[config.mk]
export PLATFORM = sky130hd
export DESIGN_NAME = multi_chain_scan_ctrl_flat
export DESIGN_NICKNAME = d
export VERILOG_FILES = /design/src/rtl/multi_chain_scan_ctrl_if.sv /design/src/rtl/multi_chain_scan_ctrl.sv /design/src/flat_wrapper.sv
export SDC_FILE = /design/constraint.sdc
export NUM_CORES = 1
export LEC_CHECK = 0
export ABC_AREA = 1
export BUFFER_PORTS_ARGS = -buffer_cell sky130_fd_sc_hd__buf_2
export CORE_MARGIN = 3
export CORE_UTILIZATION = 55
export CTS_CLUSTER_DIAMETER = 40
export DETAILED_ROUTE_END_ITERATION = 8
export PLACE_DENSITY = 0.85
export SLEW_MARGIN = 40
export SYNTH_ARGS = -nofsm -noshare
export SYNTH_HDL_FRONTEND = slang
export SYNTH_SLANG_ARGS = --single-unit
[constraint.sdc]
create_clock -name aclk -period 2.49 [get_ports aclk]
set_clock_uncertainty 0.2 [all_clocks]
set_input_delay 0.1245 -clock aclk [delete_from_list [all_inputs] [get_ports aclk]]
set_output_delay 0.1245 -clock aclk [all_outputs]
set_load 0.005 [all_outputs]
[src/rtl/multi_chain_scan_ctrl_if.sv]
// Bit-parallel stream bundle between the scan controller and its data source/sink.
// The master side is the controller: it consumes in_* and produces out_*.
interface multi_chain_scan_ctrl_if #(
  parameter int NUM_CHAINS = 4
);
  logic [NUM_CHAINS-1:0] in_data;
  logic                  in_valid;
  logic                  in_ready;
  logic [NUM_CHAINS-1:0] out_data;
  logic                  out_valid;
  logic                  out_ready;

  modport master (
    input  in_data,
    input  in_valid,
    output in_ready,
    output out_data,
    output out_valid,
    input  out_ready
  );

  modport slave (
    output in_data,
    output in_valid,
    input  in_ready,
    input  out_data,
    input  out_valid,
    output out_ready
  );
endinterface

[src/rtl/multi_chain_scan_ctrl.sv]
// Shifts NUM_CHAINS parallel scan chains by a programmed length, streaming the captured
// bits out and, in swap mode, streaming replacement bits in from the input stream.
module multi_chain_scan_ctrl #(
  parameter int NUM_CHAINS = 4,
  parameter int LEN_W      = 16
) (
  input  logic                  aclk,
  input  logic                  aresetn,
  input  logic [LEN_W-1:0]      cfg_length,
  input  logic                  cfg_mode,
  input  logic                  start,
  input  logic                  abort,
  output logic                  busy,
  output logic                  done,
  output logic [LEN_W-1:0]      shift_count,
  multi_chain_scan_ctrl_if.master strm,
  output logic                  scan_enable,
  output logic                  scan_ck_enable,
  output logic [NUM_CHAINS-1:0] scan_input,
  input  logic [NUM_CHAINS-1:0] scan_output
);

  typedef enum logic [2:0] {
    IDLE  = 3'd0,
    SETUP = 3'd1,
    SHIFT = 3'd2,
    DRAIN = 3'd3,
    DONE  = 3'd4
  } state_t;

  state_t                state_reg;
  logic [LEN_W-1:0]      length_reg;
  logic [LEN_W-1:0]      count_reg;
  logic                  mode_reg;
  logic                  busy_reg;
  logic                  done_reg;
  logic                  scan_enable_reg;
  logic                  out_valid_reg;
  logic [NUM_CHAINS-1:0] out_data_reg;

  logic                  fire;
  logic                  last_shift;
  logic                  out_valid_next;
  logic                  drain_empty;

  // A shift happens only when both streams can take part; abort suppresses it outright.
  assign fire = (state_reg == SHIFT) && !abort
              && (!mode_reg || strm.in_valid)
              && (!out_valid_reg || strm.out_ready);

  assign last_shift     = fire && (count_reg == (length_reg - LEN_W'(1)));
  assign out_valid_next = fire ? 1'b1 : (out_valid_reg && !strm.out_ready);
  // The pending beat leaves this cycle, so DRAIN need not idle an extra cycle.
  assign drain_empty    = !out_valid_reg || strm.out_ready;

  always_ff @(posedge aclk or negedge aresetn) begin
    if (!aresetn) begin
      state_reg       <= IDLE;
      length_reg      <= '0;
      count_reg       <= '0;
      mode_reg        <= 1'b0;
      busy_reg        <= 1'b0;
      done_reg        <= 1'b0;
      scan_enable_reg <= 1'b0;
      out_valid_reg   <= 1'b0;
      out_data_reg    <= '0;
    end else begin
      done_reg      <= 1'b0;
      out_valid_reg <= out_valid_next;
      if (fire) begin
        out_data_reg <= scan_output;
        if (count_reg != '1) begin
          count_reg <= count_reg + LEN_W'(1);
        end
      end

      if (busy_reg && abort) begin
        state_reg       <= IDLE;
        busy_reg        <= 1'b0;
        scan_enable_reg <= 1'b0;
        out_valid_reg   <= 1'b0;
      end else begin
        case (state_reg)
          IDLE: begin
            if (start) begin
              length_reg <= cfg_length;
              mode_reg   <= cfg_mode;
              count_reg  <= '0;
              busy_reg   <= 1'b1;
              if (cfg_length == '0) begin
                state_reg <= DONE;
                done_reg  <= 1'b1;
              end else begin
                state_reg       <= SETUP;
                scan_enable_reg <= 1'b1;
              end
            end
          end
          SETUP: begin
            state_reg <= SHIFT;
          end
          SHIFT: begin
            if (last_shift) begin
              state_reg       <= DRAIN;
              scan_enable_reg <= 1'b0;
            end
          end
          DRAIN: begin
            if (drain_empty) begin
              state_reg <= DONE;
              done_reg  <= 1'b1;
            end
          end
          DONE: begin
            state_reg <= IDLE;
            busy_reg  <= 1'b0;
          end
          default: begin
            state_reg       <= IDLE;
            busy_reg        <= 1'b0;
            scan_enable_reg <= 1'b0;
          end
        endcase
      end
    end
  end

  // Serial input is forced to zero outside fire cycles so reset leaves the chains quiet.
  generate
    for (genvar gi = 0; gi < NUM_CHAINS; gi++) begin : g_scan_in
      assign scan_input[gi] = fire && (mode_reg ? strm.in_data[gi] : scan_output[gi]);
    end
  endgenerate

  assign busy           = busy_reg;
  assign done           = done_reg;
  assign shift_count    = count_reg;
  assign scan_enable    = scan_enable_reg;
  assign scan_ck_enable = fire;
  assign strm.in_ready  = fire && mode_reg;
  assign strm.out_valid = out_valid_reg;
  assign strm.out_data  = out_data_reg;

endmodule
[src/flat_wrapper.sv]
// flat-port wrapper written by rule: the top's interface ports become plain ports
module multi_chain_scan_ctrl_flat 
#(
  parameter int NUM_CHAINS = 4,
  parameter int LEN_W      = 16
)
  (aclk, aresetn, cfg_length, cfg_mode, start, abort, busy, done, shift_count, scan_enable, scan_ck_enable, scan_input, scan_output, strm_in_data, strm_in_valid, strm_in_ready, strm_out_data, strm_out_valid, strm_out_ready);
  multi_chain_scan_ctrl_if #(.NUM_CHAINS(NUM_CHAINS)) strm_i ();
  input  logic aclk;
  input  logic aresetn;
  input  logic [LEN_W-1:0] cfg_length;
  input  logic cfg_mode;
  input  logic start;
  input  logic abort;
  output logic busy;
  output logic done;
  output logic [LEN_W-1:0] shift_count;
  output logic scan_enable;
  output logic scan_ck_enable;
  output logic [NUM_CHAINS-1:0] scan_input;
  input  logic [NUM_CHAINS-1:0] scan_output;
  input wire logic [$bits(strm_i.in_data)-1:0] strm_in_data;
  input wire logic [$bits(strm_i.in_valid)-1:0] strm_in_valid;
  output wire logic [$bits(strm_i.in_ready)-1:0] strm_in_ready;
  output wire logic [$bits(strm_i.out_data)-1:0] strm_out_data;
  output wire logic [$bits(strm_i.out_valid)-1:0] strm_out_valid;
  input wire logic [$bits(strm_i.out_ready)-1:0] strm_out_ready;
  assign strm_i.in_data = strm_in_data;
  assign strm_i.in_valid = strm_in_valid;
  assign strm_in_ready = strm_i.in_ready;
  assign strm_out_data = strm_i.out_data;
  assign strm_out_valid = strm_i.out_valid;
  assign strm_i.out_ready = strm_out_ready;
  multi_chain_scan_ctrl #(.NUM_CHAINS(NUM_CHAINS), .LEN_W(LEN_W)) u_core (.aclk(aclk), .aresetn(aresetn), .cfg_length(cfg_length), .cfg_mode(cfg_mode), .start(start), .abort(abort), .busy(busy), .done(done), .shift_count(shift_count), .strm(strm_i), .scan_enable(scan_enable), .scan_ck_enable(scan_ck_enable), .scan_input(scan_input), .scan_output(scan_output));
endmodule
# == After elaboration in Yosys (flattened, before gate mapping) ==
# Index checks and enable logic that the tools add are counted.
# totals
elab_cells,79
ff_bits,44
input_bits,31
out_inout_bits,30
# op_classes
n_reduce_logical,25
addsub,2
n_eq_ne,12
muxes,30
bitwise_logic,1
# ops
cell,count
$mux W16,5
$add A16 B1 Y16 const B,1
$eq A16 B16 Y1,1
$logic_not A16 Y1,1
$mux W1,16
$ne A16 B16 Y1 const B,1
$sub A16 B1 Y16 const B,1
$mux W3,5
$pmux W3 S4,1
$logic_and A1 B1 Y1,11
$ne A3 B2 Y1 const B,3
$eq A3 B2 Y1 const B,2
$reduce_and A3 Y1,2
$reduce_or A3 Y1,2
$logic_not A1 Y1,4
$ne A2 B1 Y1 const B,2
$pmux W1 S2,2
$reduce_and A4 Y1,1
$eq A3 B1 Y1 const B,1
$eq A3 B3 Y1 const B,1
$logic_not A3 Y1,1
$ne A3 B1 Y1 const B,1
$pmux W1 S3,1
$logic_or A1 B1 Y1,2
2 further kinds,2

# == Longest topological paths before layout ==
# logic_depth
ltp_word,8
ltp_mapped,14
mapped_depth_nobuf,14

# == Worst setup path after synthesis ==
# Ideal clock, no wire load.
# synth_timing
path_type,register -> register
start,register u_core.length_reg[0]
end,"register u_core.scan_enable_reg, in the netlist u_core.scan_enable"
synth_period_minus_slack_ps,1899
setup_ps,117
t_required_ps,2173
stages_incl_launch_ff,14
n_path_buf,0
path_slack_ps,591
arrival_ps,1582
cell_sequence,dfrtp_1 inv_1 ha_1 or2_1 nand2_1 nand2_1 nand2_1 nand3_1 nor2_1 nand3_1 o21bai_2 nand3_1 nand2_1 nand2_1
# synth_between
elab_chain_len,5
# synth_rtl
element,line,rtl
"start, declared",multi_chain_scan_ctrl.sv:32,logic [LEN_W-1:0] length_reg;
"start signal, assigned",multi_chain_scan_ctrl.sv:86,length_reg <= cfg_length;
$sub A16 B1 Y16,multi_chain_scan_ctrl.sv:51,assign last_shift = fire && (count_reg == (length_reg - LEN_W'(1)));
$eq A16 B16 Y1,multi_chain_scan_ctrl.sv:51,
$logic_and A1 B1 Y1,multi_chain_scan_ctrl.sv:51,
$ne A3 B2 Y1 (no line),n/a,
$reduce_and A4 Y1 (no line),n/a,
"end signal, assigned",multi_chain_scan_ctrl.sv:64,scan_enable_reg <= 1'b0;
"end signal, assigned",multi_chain_scan_ctrl.sv:80,scan_enable_reg <= 1'b0;
"end signal, assigned",multi_chain_scan_ctrl.sv:95,scan_enable_reg <= 1'b1;
"end, declared",multi_chain_scan_ctrl.sv:37,logic scan_enable_reg;
# Every way passes these cells.
# A chain may end at the register's enable or synchronous reset.

# == Worst setup path in the final report ==
# layout_timing
start,register u_core.state_reg[2]
end,output scan_input[1]
# layout_between
elab_chain_len,5
# layout_rtl
element,line,rtl
"start, declared",multi_chain_scan_ctrl.sv:31,state_t state_reg;
"start signal, assigned",multi_chain_scan_ctrl.sv:58,state_reg <= IDLE;
"start signal, assigned",multi_chain_scan_ctrl.sv:78,state_reg <= IDLE;
"start signal, assigned",multi_chain_scan_ctrl.sv:91,state_reg <= DONE;
$eq A3 B2 Y1,multi_chain_scan_ctrl.sv:47,assign fire = (state_reg == SHIFT) && !abort
$logic_and A1 B1 Y1,multi_chain_scan_ctrl.sv:47,
$logic_and A1 B1 Y1,multi_chain_scan_ctrl.sv:48,&& (!mode_reg || strm.in_valid)
$logic_and A1 B1 Y1,multi_chain_scan_ctrl.sv:49,&& (!out_valid_reg || strm.out_ready);
$logic_and A1 B1 Y1,multi_chain_scan_ctrl.sv:131,assign scan_input[gi] = fire && (mode_reg ? strm.in_data[gi] : scan_output[gi]);
"end, declared",flat_wrapper.sv:20,output logic [NUM_CHAINS-1:0] scan_input;
# Every way passes these cells.

==> metrics.md <==
| Metric | Value |
|---|---|
| Leak | 1.97 nW |
| Sequential element share of the synthesized area | 38.1% |
| Port Buffers | 60 |
| Syn Inst Count | 408 |
| Unrepaired setup endpoints after global routing | false |
| Iteration-0 DRC Markers | 255 |
| Vias per cell | 5.34 |
| Syn_nets | 441 |
| Critical path type | reg -> out |
| Initial Utilization | 58.9% |
| Min Clock Period, post-route | 2.22 ns |
| Clock Path Buffers | 2 |
| Worst Hold Slack | 0.0149 ns |
| R2r worst-path depth | 13 |
| Yosys warning total | 0 |
| Post-CTS Resized | 0 |
| Post-route ant nets | 0 |
| Die ar. | 6160 sq um |
| Root Driver | clkbuf_8 |
| CP Depth | 6 |
| NumNets Final | 530 |
| Critical path's slowest cell | dfrtp_1 |
| Row cnt | 25 |
| Clock Sinks | 44 |
| DP Cell Count | 532 |
| Post-Route WL | 8050 um |
| CP bufs+invs | 2 |
| TritonCTS clock tree | built |
| Async SR Flop Fraction | 100% |
| CP peak stage delay | 0.43 ns |
| Critical path startpoint | u_core.state_reg[2]$_DFFE_PN0P_ |
| DRC errors left | 0 |
| EDFF count, synth | 0 |
| Worst path required time | 2.17 ns |
| Post-Synth XOR/XNOR Area | 3.94% |
| FF-to-FF End | u_core.scan_enable$_DFFE_PN0P_ |
| Dominant cell type by area after synthesis | dfrtp_1 |
| Worst setup path end | scan_input[1] |
| Max-Cap Viols | 0 |
| Synthesized area | 2890 sq um |
| Post-route setup TNS | 0 ns |
| Final hold violation count | 0 |
| Crit Path Max Fanout | 8 |
| Num CTS Buffers | 5 |
| Synth Area in Compound Gates | 9.13% |
| H-tree Lvls | 2 |
| Worst r2r src | u_core.length_reg[0]$_DFFE_PN0P_ |
| Worst hold path class | in -> reg |
| FMAX | 0.451 GHz |
| First-pass GRT wire length | 13,300 um |
| Post-DP HPWL | 5700 um |
| Area contributors post-synth | dfrtp_1 38%, nand2_1 18%, nor2_1 6.5% |
| Status | finished, final reports clean |
| Via count | 3,020 |
| Synth Area in Simple Gates | 40.3% |
| Synth top area share | 38.1% |
| Synth Area in Adders | 0.865% |
| Post-CTS Setup Inserts | 0 |
| Cell family with most CP delay | simple AND/OR/NAND/NOR gates |
| Slew Limit Headroom | 54.1% |
| Top cells by count, synth | 136 x nand2_1, 50 x nor2_1, 46 x inv_1 |
| CTS clk-pin slew, worst paths | 0.09 ns |
| Cells along the critical path | nor3_4, nand3_4, clkinv_2, nand2_1, a22oi_1, buf_2 |
| Final period util | 89.1% |
| Hold_buf cts | 25 |
| Cell variety after synth | 38 |
| Gp weighted congestion | 0.966 |
| Routed WL per cell | 14.2 um |
| Setup violations, final | 0 |
| DR pass1 iterations | 5 |
| Total track usage | 27.3% |
| Chip width | 78.5 um |
| Crit path arrival time | 1.89 ns |
| Count leader, synth | nand2_1 |
| Layout area overhead | 25.7% |
| Least-Margin Pin Slew | 0.688 ns |
| CP Capture Type | output pin |
| Largest family of logic cells by synthesized area | simple AND/OR/NAND/NOR gates |
| Mux share of post-synthesis cell area | 0% |
| PnR worst setup slack | 0.271 ns |
| Initial antenna violation count | 1 |
| Max Slew Vio Count | 0 |
| Grt ovf | 0 |
| Post-Place Worst Slack | 0.358 ns |
| Core area | 4910 sq um |
| Vias in the first global route | 2,925 |
| Largest net degree at the start of global routing | 32 |
| Clock Latency Late Sink | 0.30 ns |
| Max VDD drop | 0.000607 V |
| Average cell area after synthesis | 7.09 sq um |
| Post-layout util | 74.0% |
| Power density cells | 1040 nW/um^2 |
| Share of cells above drive strength 1 | 21.7% |
| Final std cells w/o fill | 566 |
| Seq cells post-synth | 44 |
| Register-to-Register Setup Slack | 0.29 ns |
| Chip height | 78.5 um |
| CP Launch Type | flip-flop |
| Most used DFF post-synth | dfrtp_1 |
| I/O pins | 61 |
-- worst min-delay path: stages --
cell     delay [ns]
buf_2          0.09
inv_1          0.05
a21oi_2        0.07
nand2_1        0.06
o21ai_0        0.07
-- worst min-delay path by stage --
stage	startpoint	endpoint	slack [ns]	cells past startpoint
3_5_place_dp	aresetn	u_core.shift_count[0]$_DFF_PN0_	-0.09	1
3_3_place_gp	aresetn	u_core.shift_count[0]$_DFF_PN0_	-0.09	1
6_report	strm_in_valid	u_core.strm.out_valid$_DFF_PN0_	0.01	5
5_1_grt	strm_in_valid	u_core.strm.out_valid$_DFF_PN0_	0.07	5
4_1_cts	strm_in_valid	u_core.strm.out_valid$_DFF_PN0_	0.04	5
2_1_floorplan	aresetn	u_core.busy$_DFFE_PN0P_	-0.37	0
-- metal layers --
layer  vias to the layer above  GRT usage (%)  wire length, um  part of all wire [%]
met5                         -              0                0                     0
met4                         0           11.0              216                   2.7
met3                        28           4.59              506                   6.3
met2                       129           47.5             4080                    51
met1                      1389           33.5             3250                    40
li1                       1474              -                -                     -
-- power breakdown --
part	leakage (nW)	total [W]	switching, W	internal, W
combinational	1.34	0.00188	0.00118	0.000702
clock	0.0541	0.000552	0.000255	0.000297
sequential	0.568	0.00134	0.000352	0.000990
-- layout make-up --
type | count | area [sq um]
clock buffers | 5 | 68.8
well taps | 67 | 83.8
clock inverters | 3 | 42.5
fillers | 360 | 1280
flip-flops and latches | 44 | 1100
multi-input cells | 307 | 1570
inverters | 52 | 199
diodes | 1 | 2.50
repair buffers | 87 | 566
-- placed cells by master, fill, tap and decap left out, types with 2 or more instances in the layout --
master         netlist  routed
or2_1                2       2
xor2_1              11      11
nor4_1               4       4
inv_1               46      46
nor3_2               2       2
ha_1                 2       2
nor2_1              50      49
o21ai_0             20      20
nand2_2              4       4
o21ai_1              5       5
clkbuf_8             0       5
nor2_2               6       7
inv_2                4       4
nand2_1            136     136
nor3_4               2       2
nand3b_1             4       4
dlygate4sd3_1        0      25
nor2_4               5       5
a22oi_1              5       5
dfrtp_1             44      44
nand3_1             16      16
buf_4                0       2
clkinv_2             1       2
buf_2                3      60
a21oi_2              3       3
a21oi_1             10      10
nand4_1              5       5
xnor2_1              2       2
nand3_2              3       3
-- cells by family after synthesis --
| group | count (synthesis) |
|---|---|
| buf+inv | 57 |
| flops | 44 |
| compound gates | 46 |
| xor+xnor | 13 |
| fa+ha+maj | 2 |
| simple gates | 246 |
-- per-stage QoR --
stage	area [sq um]	power [W]
final	3630	0.00377
after global routing	3630	0.00407
after global placement	3270	0.00307
after detailed placement	3270	0.00315
after floorplan	2890	0.00259
after CTS	3630	0.00373
Power figures use the tool's default switching activity.
